===== src/rtl/exp_series_pkg.sv =====
// Shared types and widths for the exp(x) / exp(-x) Taylor-series evaluator.
package exp_series_pkg;

  // Width of the unsigned term register.
  localparam int TW   = 24;
  // Signed accumulator width. The two extra bits hold the sign and headroom.
  localparam int ACCW = TW + 2;
  // Width of the term index k. TERMS never exceeds 15, so 4 bits are enough.
  localparam int KW   = 4;

  typedef enum logic [1:0] {
    IDLE = 2'd0,
    CAL  = 2'd1,
    OUT  = 2'd2,
    DONE = 2'd3
  } state_t;

endpackage


===== src/rtl/exp_term_unit.sv =====
// Combinational term update: next_term = floor(term * x / k), unsigned and truncating.
module exp_term_unit
  import exp_series_pkg::*;
#(
  parameter int XW = 2
) (
  input  logic [TW-1:0] i_term,
  input  logic [XW-1:0] i_x,
  input  logic [KW-1:0] i_k,
  output logic [TW-1:0] o_term
);

  logic [TW+XW-1:0] w_prod;
  logic [TW+XW-1:0] w_div;

  assign w_prod = i_term * i_x;
  // k is zero only outside CAL, where the result is unused. A divisor of 1
  // keeps the divider defined in that case.
  assign w_div  = (i_k == '0) ? (TW+XW)'(1) : (TW+XW)'(i_k);
  assign o_term = TW'(w_prod / w_div);

endmodule


===== src/rtl/exp_series.sv =====
// Iterative Taylor-series evaluator for exp(x) or exp(-x).
// Each partial sum is presented for one cycle and clamped to the output range.
module exp_series
  import exp_series_pkg::*;
#(
  parameter int XW    = 2,
  parameter int FRAC  = 5,
  parameter int TERMS = 11,
  parameter int OW    = 10
) (
  input  logic          clk,
  input  logic          reset_n,
  input  logic [XW-1:0] datain,
  input  logic          mode,
  input  logic          input_valid,
  output logic [OW-1:0] dataout,
  output logic          output_valid,
  output logic          busy,
  output logic          finish
);

  localparam logic [TW-1:0]          L_ONE_TERM = TW'(2 ** FRAC);
  localparam logic signed [ACCW-1:0] L_ONE_SUM  = ACCW'(2 ** FRAC);

  state_t                   r_state;
  logic [XW-1:0]            r_x;
  logic                     r_mode;
  logic [TW-1:0]            r_term;
  logic signed [ACCW-1:0]   r_sum;
  logic [KW-1:0]            r_k;
  logic [OW-1:0]            r_dataout;
  logic                     r_output_valid;
  logic                     r_busy;
  logic                     r_finish;

  logic [TW-1:0]            w_term_next;
  logic signed [ACCW-1:0]   w_term_ext;
  logic signed [ACCW-1:0]   w_sum_next;
  logic                     w_last;

  // Negative sums read as 0. Sums above 2^OW-1 saturate. The accumulator itself is never clamped.
  function automatic logic [OW-1:0] clamp_out(input logic signed [ACCW-1:0] s);
    if (s[ACCW-1]) begin
      return '0;
    end else if (|s[ACCW-2:OW]) begin
      return '1;
    end else begin
      return s[OW-1:0];
    end
  endfunction

  exp_term_unit #(
    .XW (XW)
  ) u_term (
    .i_term (r_term),
    .i_x    (r_x),
    .i_k    (r_k),
    .o_term (w_term_next)
  );

  // With mode=1 the series alternates sign: odd k subtracts the new term.
  assign w_term_ext = signed'({2'b00, w_term_next});
  assign w_sum_next = (r_mode && r_k[0]) ? (r_sum - w_term_ext) : (r_sum + w_term_ext);
  // The evaluation ends once the term budget is used up or the series has converged.
  assign w_last     = (r_k == KW'(TERMS)) || (r_term == '0);

  // Control FSM, term counter and accumulator. All outputs are registered.
  // NOTE: every sequential assignment is non-blocking, so all registers update
  // together from the values they held before the edge. This is also why
  // w_sum_next and clamp_out() both see the pre-edge r_sum.
  always_ff @(posedge clk or negedge reset_n) begin
    if (!reset_n) begin
      r_state        <= IDLE;
      r_x            <= '0;
      r_mode         <= 1'b0;
      r_term         <= '0;
      r_sum          <= '0;
      r_k            <= '0;
      r_dataout      <= '0;
      r_output_valid <= 1'b0;
      r_busy         <= 1'b0;
      r_finish       <= 1'b0;
    end else begin
      unique case (r_state)
        IDLE: begin
          if (input_valid) begin
            r_x            <= datain;
            r_mode         <= mode;
            r_term         <= L_ONE_TERM;
            r_sum          <= L_ONE_SUM;
            r_k            <= KW'(1);
            r_dataout      <= clamp_out(L_ONE_SUM);
            r_output_valid <= 1'b1;
            r_busy         <= 1'b1;
            r_state        <= OUT;
          end
        end
        CAL: begin
          r_term         <= w_term_next;
          r_sum          <= w_sum_next;
          r_k            <= r_k + KW'(1);
          r_dataout      <= clamp_out(w_sum_next);
          r_output_valid <= 1'b1;
          r_state        <= OUT;
        end
        OUT: begin
          r_dataout      <= '0;
          r_output_valid <= 1'b0;
          if (w_last) begin
            r_finish <= 1'b1;
            r_state  <= DONE;
          end else begin
            r_state  <= CAL;
          end
        end
        DONE: begin
          r_term   <= '0;
          r_sum    <= '0;
          r_k      <= '0;
          r_finish <= 1'b0;
          r_busy   <= 1'b0;
          r_state  <= IDLE;
        end
        default: r_state <= IDLE;
      endcase
    end
  end

  assign dataout      = r_dataout;
  assign output_valid = r_output_valid;
  assign busy         = r_busy;
  assign finish       = r_finish;

endmodule


===== config.mk =====
export PLATFORM = sky130hd
export DESIGN_NAME = exp_series
export DESIGN_NICKNAME = d
export VERILOG_FILES = /design/src/rtl/exp_series_pkg.sv /design/src/rtl/exp_term_unit.sv /design/src/rtl/exp_series.sv
export SDC_FILE = /design/constraint.sdc
export NUM_CORES = 1
export LEC_CHECK = 0
export ABC_CLOCK_PERIOD_IN_PS = 59200
export CAP_MARGIN = 20
export CORE_ASPECT_RATIO = 1.5
export CORE_MARGIN = 2
export CORE_UTILIZATION = 30
export CTS_BUF_LIST = sky130_fd_sc_hd__clkbuf_16
export DETAILED_ROUTE_END_ITERATION = 8
export GPL_TIMING_DRIVEN = 0
export PLACE_DENSITY_LB_ADDON = 0.05
export SYNTH_ARGS = -nofsm -noshare
export SYNTH_HDL_FRONTEND = slang
export SYNTH_SLANG_ARGS = --single-unit

===== constraint.sdc =====
create_clock -name clk -period 59.2 [get_ports clk]
set_input_delay 8.88 -clock clk [delete_from_list [all_inputs] [get_ports clk]]
set_output_delay 8.88 -clock clk [all_outputs]
set_load 0.1 [all_outputs]

==> report_table.html <==
<table>
<tr><th>Metric</th><th>Value</th></tr>
<tr><th colspan="2">Critical path</th></tr>
<tr><td>Crit Reg-Reg Endpoint</td><td>dataout[3]$_DFFE_PN0P_</td></tr>
<tr><td>Crit. End Element</td><td>flop</td></tr>
<tr><td>Critical path data required time</td><td>59.41 ns</td></tr>
<tr><td>Critical-path top delay cell</td><td>sky130_fd_sc_hd__or4_4</td></tr>
<tr><td>Most frequent cell on the critical path</td><td>sky130_fd_sc_hd__o21a_1</td></tr>
<tr><td>Largest incremental delay on the critical path</td><td>0.56 ns</td></tr>
<tr><td>Highest fanout seen on the critical path</td><td>9</td></tr>
<tr><td>Path depth of the worst reg2reg path</td><td>310</td></tr>
<tr><td>Reg-to-reg setup timing slack</td><td>2.15 ns</td></tr>
<tr><td>CP Launch Type</td><td>flop</td></tr>
<tr><td>Launch point of the worst reg-to-reg path</td><td>r_x[0]$_DFFE_PN0P_</td></tr>
<tr><td>Crit Path Category</td><td>flop to flop</td></tr>
<tr><td>Arrival time of data at the critical path endpoint</td><td>57.26 ns</td></tr>
<tr><th colspan="2">Place</th></tr>
<tr><td>I/O Buffers</td><td>18</td></tr>
<tr><td>Detailed Place HPWL</td><td>55800 um</td></tr>
<tr><td>Final Wtd Congestion</td><td>0.838</td></tr>
<tr><td>Placed instance area</td><td>0.0192 mm^2</td></tr>
<tr><th colspan="2">STA</th></tr>
<tr><td>RSZ-0062 raised after global routing</td><td>yes</td></tr>
<tr><td>Final setup skew</td><td>0.00744 ns</td></tr>
<tr><td>Slew of the pin with the lowest slew margin</td><td>1.22 ns</td></tr>
<tr><td>Final Hold Violating Endpoints</td><td>0</td></tr>
<tr><td>Tcrit/Tclk final</td><td>96.4%</td></tr>
<tr><td>Max-slew headroom at the worst pin</td><td>18.9%</td></tr>
<tr><td>Final number of max-transition violations</td><td>0</td></tr>
<tr><td>Highest clock frequency the design can meet</td><td>17.5 MHz</td></tr>
<tr><td>Clock period minus worst slack</td><td>57.05 ns</td></tr>
<tr><td>Setup violation total in the final timing report</td><td>0</td></tr>
<tr><th colspan="2">Synthesis</th></tr>
<tr><td>Gate count after technology mapping</td><td>2455</td></tr>
<tr><td>Proportion of synthesized chip area in sequential cells</td><td>10.1%</td></tr>
<tr><td>Count of state elements after synthesis</td><td>72</td></tr>
<tr><td>Netlist area before placement</td><td>0.0178 mm^2</td></tr>
<tr><td>Post-synthesis adder-cell area fraction</td><td>11.1%</td></tr>
<tr><td>Yosys top cell by area</td><td>sky130_fd_sc_hd__ha_1</td></tr>
<tr><td>Unique masters post-synth</td><td>130</td></tr>
<tr><td>Leading register cell type out of synthesis</td><td>sky130_fd_sc_hd__dfrtp_1</td></tr>
<tr><td>Complex-gate fraction of the synthesized area</td><td>33.2%</td></tr>
<tr><td>Net count after synthesis</td><td>2618</td></tr>
<tr><td>Post-synthesis simple-gate area fraction</td><td>30.7%</td></tr>
<tr><td>Post-synthesis average cell area</td><td>7.24 um^2</td></tr>
<tr><td>Synthesized-area fraction occupied by xor and xnor cells</td><td>7.93%</td></tr>
<tr><td>Cell types with the largest area share after synthesis</td><td>sky130_fd_sc_hd__ha_1 11%, sky130_fd_sc_hd__dfrtp_1 10%, sky130_fd_sc_hd__a21oi_1 5.4%</td></tr>
<tr><td>Main combinational cell family by area after synthesis</td><td>compound AO/OA/AOI/OAI gates</td></tr>
<tr><td>Share of cell area taken by muxes after synthesis</td><td>3.72%</td></tr>
<tr><td>Proportion of synthesized flip-flops having asynchronous set or reset</td><td>100%</td></tr>
<tr><td>Number of synthesized flops with an enable pin</td><td>0</td></tr>
<tr><td>Synth warn</td><td>0</td></tr>
<tr><td>Yosys top cell area share</td><td>10.9%</td></tr>
<tr><th colspan="2">Min path</th></tr>
<tr><td>Number of stages on the worst hold path</td><td>2</td></tr>
<tr><td>Endpoint with the worst hold slack</td><td>output_valid$_DFFE_PN0P_</td></tr>
<tr><td>Kind of path behind the tightest hold check</td><td>flop to flop</td></tr>
<tr><td>Min-delay src</td><td>output_valid$_DFFE_PN0P_</td></tr>
<tr><th colspan="2">Finish</th></tr>
<tr><td>Number of filler cells placed in the layout</td><td>6111</td></tr>
<tr><td>Most used cells in the layout excluding fill and tap cells</td><td>320 x sky130_fd_sc_hd__buf_4, 203 x sky130_fd_sc_hd__nor2_1, 198 x sky130_fd_sc_hd__nand2_1</td></tr>
<tr><td>Cell area after layout</td><td>0.0243 mm^2</td></tr>
<tr><td>Area growth from synthesis to final layout</td><td>37.0%</td></tr>
<tr><td>Most common cell after layout, fill and taps aside</td><td>sky130_fd_sc_hd__buf_4</td></tr>
<tr><td>Share of cells above drive strength 1</td><td>29.1%</td></tr>
<tr><td>Number of antenna cells inserted</td><td>0</td></tr>
<tr><td>Fin nets</td><td>2970</td></tr>
<tr><th colspan="2">Route</th></tr>
<tr><td>Remaining number of nets flagged by the antenna check after routing</td><td>0</td></tr>
<tr><td>Total length of routed wires</td><td>72600 um</td></tr>
<tr><td>Count of TritonRoute iterations in the first routing pass</td><td>5</td></tr>
<tr><td>Routed WL per cell</td><td>20.2 um</td></tr>
<tr><td>1st-iter DRT viols</td><td>990</td></tr>
<tr><td>Vias</td><td>20498</td></tr>
<tr><td>Post-DR vias/cell</td><td>5.71</td></tr>
<tr><td># DRC</td><td>0</td></tr>
<tr><th colspan="2">CTS</th></tr>
<tr><td>Count of hold buffers inserted by post-cts repair</td><td>0</td></tr>
<tr><td>Clock sinks</td><td>72</td></tr>
<tr><td>Clk slew on worst S/H paths</td><td>0.06 ns</td></tr>
<tr><td>Clock H-tree levels</td><td>3</td></tr>
<tr><td>CTS tree</td><td>done</td></tr>
<tr><td>Total CTS buffers</td><td>9</td></tr>
<tr><td>Clock root buffer</td><td>sky130_fd_sc_hd__clkbuf_16</td></tr>
<tr><td>Number of buffers on the longest clock path</td><td>2</td></tr>
<tr><td>Worst-skew pair later-pin latency</td><td>0.34 ns</td></tr>
<tr><th colspan="2">Floorplan</th></tr>
<tr><td>Overall die height</td><td>302 um</td></tr>
<tr><td>Die W</td><td>203 um</td></tr>
<tr><td>Die Outline Area</td><td>0.0613 mm^2</td></tr>
<tr><td>Starting utilization of the core area</td><td>30.2%</td></tr>
<tr><td>Area of the core</td><td>0.0588 mm^2</td></tr>
<tr><td>Row cnt</td><td>109</td></tr>
<tr><td>I/O pins</td><td>19</td></tr>
<tr><th colspan="2">Flow run</th></tr>
<tr><td>Max Cap Violations</td><td>0</td></tr>
<tr><th colspan="2">Run status</th></tr>
<tr><td>Outcome</td><td>complete, no violations</td></tr>
<tr><th colspan="2">Global routing</th></tr>
<tr><td>Total global routing overflow</td><td>0</td></tr>
<tr><td>Maximum number of pins on one net before global-route repair</td><td>66</td></tr>
<tr><td>Antenna violations before repair</td><td>0</td></tr>
<tr><td>Via count of the first global-routing pass</td><td>20001</td></tr>
<tr><td>First-pass GRT wire length</td><td>110000 um</td></tr>
<tr><td>Overall Global Routing Usage</td><td>22.4%</td></tr>
</table>
## routing by layer
layer  wire length [um]  track usage (%)  part of all wire [%]
met5                  0                0                     0
met4               2120             6.10                   2.9
met3               1000            0.937                   1.4
met2              40500             45.8                    56
met1              29000             24.6                    40
## registers in the layout, indices dropped and copies added, names as in the netlist
register	cells
r_sum	26
r_term	24
dataout	10
r_k	4
r_state	2
r_x	2
busy	1
finish	1
output_valid	1
r_mode	1
## cell families (layout without fill, tap and decap cells)
kind of cell	Yosys count	in the layout
simple gates	1029	1029
compound gates	837	837
flops	72	72
mux	61	61
buf+inv	138	494
fa+ha+maj	157	157
xor+xnor	161	161
## stage by stage
step | TNS (ns) | std cells | worst slack [ns] | hold slack (ns) | util [%]
after floorplan | 0 | 2455 | 0.0202 | 0.450 | -
final | 0 | 3588 | 2.15 | 0.486 | 41.4
after CTS | 0 | 3432 | 0.0505 | 0.483 | 37.2
after detailed placement | -491.93 | 3256 | -15.08 | 0.468 | 32.7
after global routing | -4.78 | 3588 | -0.479 | 0.524 | 41.4
after global placement | -480.75 | 3250 | -14.79 | 0.465 | 32.5
## layout make-up
type	count	area (um^2)	share of cell area [%]
clock buffers	9	225	0.925
well taps	777	972	3.99
flip-flops and latches	72	1800	7.41
inverters	67	254	1.04
repair buffers	355	2890	11.9
plain buffers	57	425	1.75
clock inverters	6	62.6	0.257
multi-input cells	2245	17700	72.8
## worst max path at each step
| stage | from | to | slack, ns | depth (start not counted) |
|---|---|---|---|---|
| after detailed placement | r_x[0]$_DFFE_PN0P_ | dataout[6]$_DFFE_PN0P_ | -15.08 | 310 |
| after floorplan | r_x[1]$_DFFE_PN0P_ | r_sum[25]$_DFFE_PN0P_ | 0.02 | 315 |
| after global routing | r_x[0]$_DFFE_PN0P_ | r_sum[25]$_DFFE_PN0P_ | -0.48 | 320 |
| after global placement | r_x[0]$_DFFE_PN0P_ | dataout[6]$_DFFE_PN0P_ | -14.79 | 311 |
| final | r_x[0]$_DFFE_PN0P_ | dataout[3]$_DFFE_PN0P_ | 2.15 | 310 |
| after CTS | r_x[0]$_DFFE_PN0P_ | dataout[4]$_DFFE_PN0P_ | 0.05 | 325 |
## worst max-delay path: cells and delay by family, from the launching register on
kind / cells / cell delay, ns
flops: 1 / 0.46
mux: 8 / 2.37
fa+ha+maj: 30 / 7.68
xor+xnor: 1 / 0.10
simple gates: 115 / 21.69
buf+inv: 28 / 3.78
compound gates: 128 / 20.65
## synthesized netlist by cell type (31+ instances only)
library cell and n:
sky130_fd_sc_hd__a22o_1 31, sky130_fd_sc_hd__nor4_1 31, sky130_fd_sc_hd__nand2_1 221, sky130_fd_sc_hd__dfrtp_1 72, sky130_fd_sc_hd__o31ai_1 38, sky130_fd_sc_hd__o21ai_1 35, sky130_fd_sc_hd__or3_1 33, sky130_fd_sc_hd__and2_1 77
sky130_fd_sc_hd__mux2_2 36, sky130_fd_sc_hd__xor2_1 69, sky130_fd_sc_hd__o21ai_0 128, sky130_fd_sc_hd__nor2_1 241, sky130_fd_sc_hd__clkbuf_1 48, sky130_fd_sc_hd__xnor2_1 92, sky130_fd_sc_hd__o21a_1 59, sky130_fd_sc_hd__nand4_1 40
sky130_fd_sc_hd__a21oi_1 193, sky130_fd_sc_hd__nor3_1 122, sky130_fd_sc_hd__ha_1 155, sky130_fd_sc_hd__a21o_1 38, sky130_fd_sc_hd__nand3_1 52, sky130_fd_sc_hd__inv_1 65
## what timing repair did
item / in CTS / in global routing
resized for setup: 255 / 251
buffers inserted: 169 / 163
endpoints found under the setup margin: 40 / 33
cloned: 0 / 1
pin swaps: 119 / 250
Power is not shown: default switching activity piles up to over one toggle a cycle in this logic, so the estimate is an artifact.
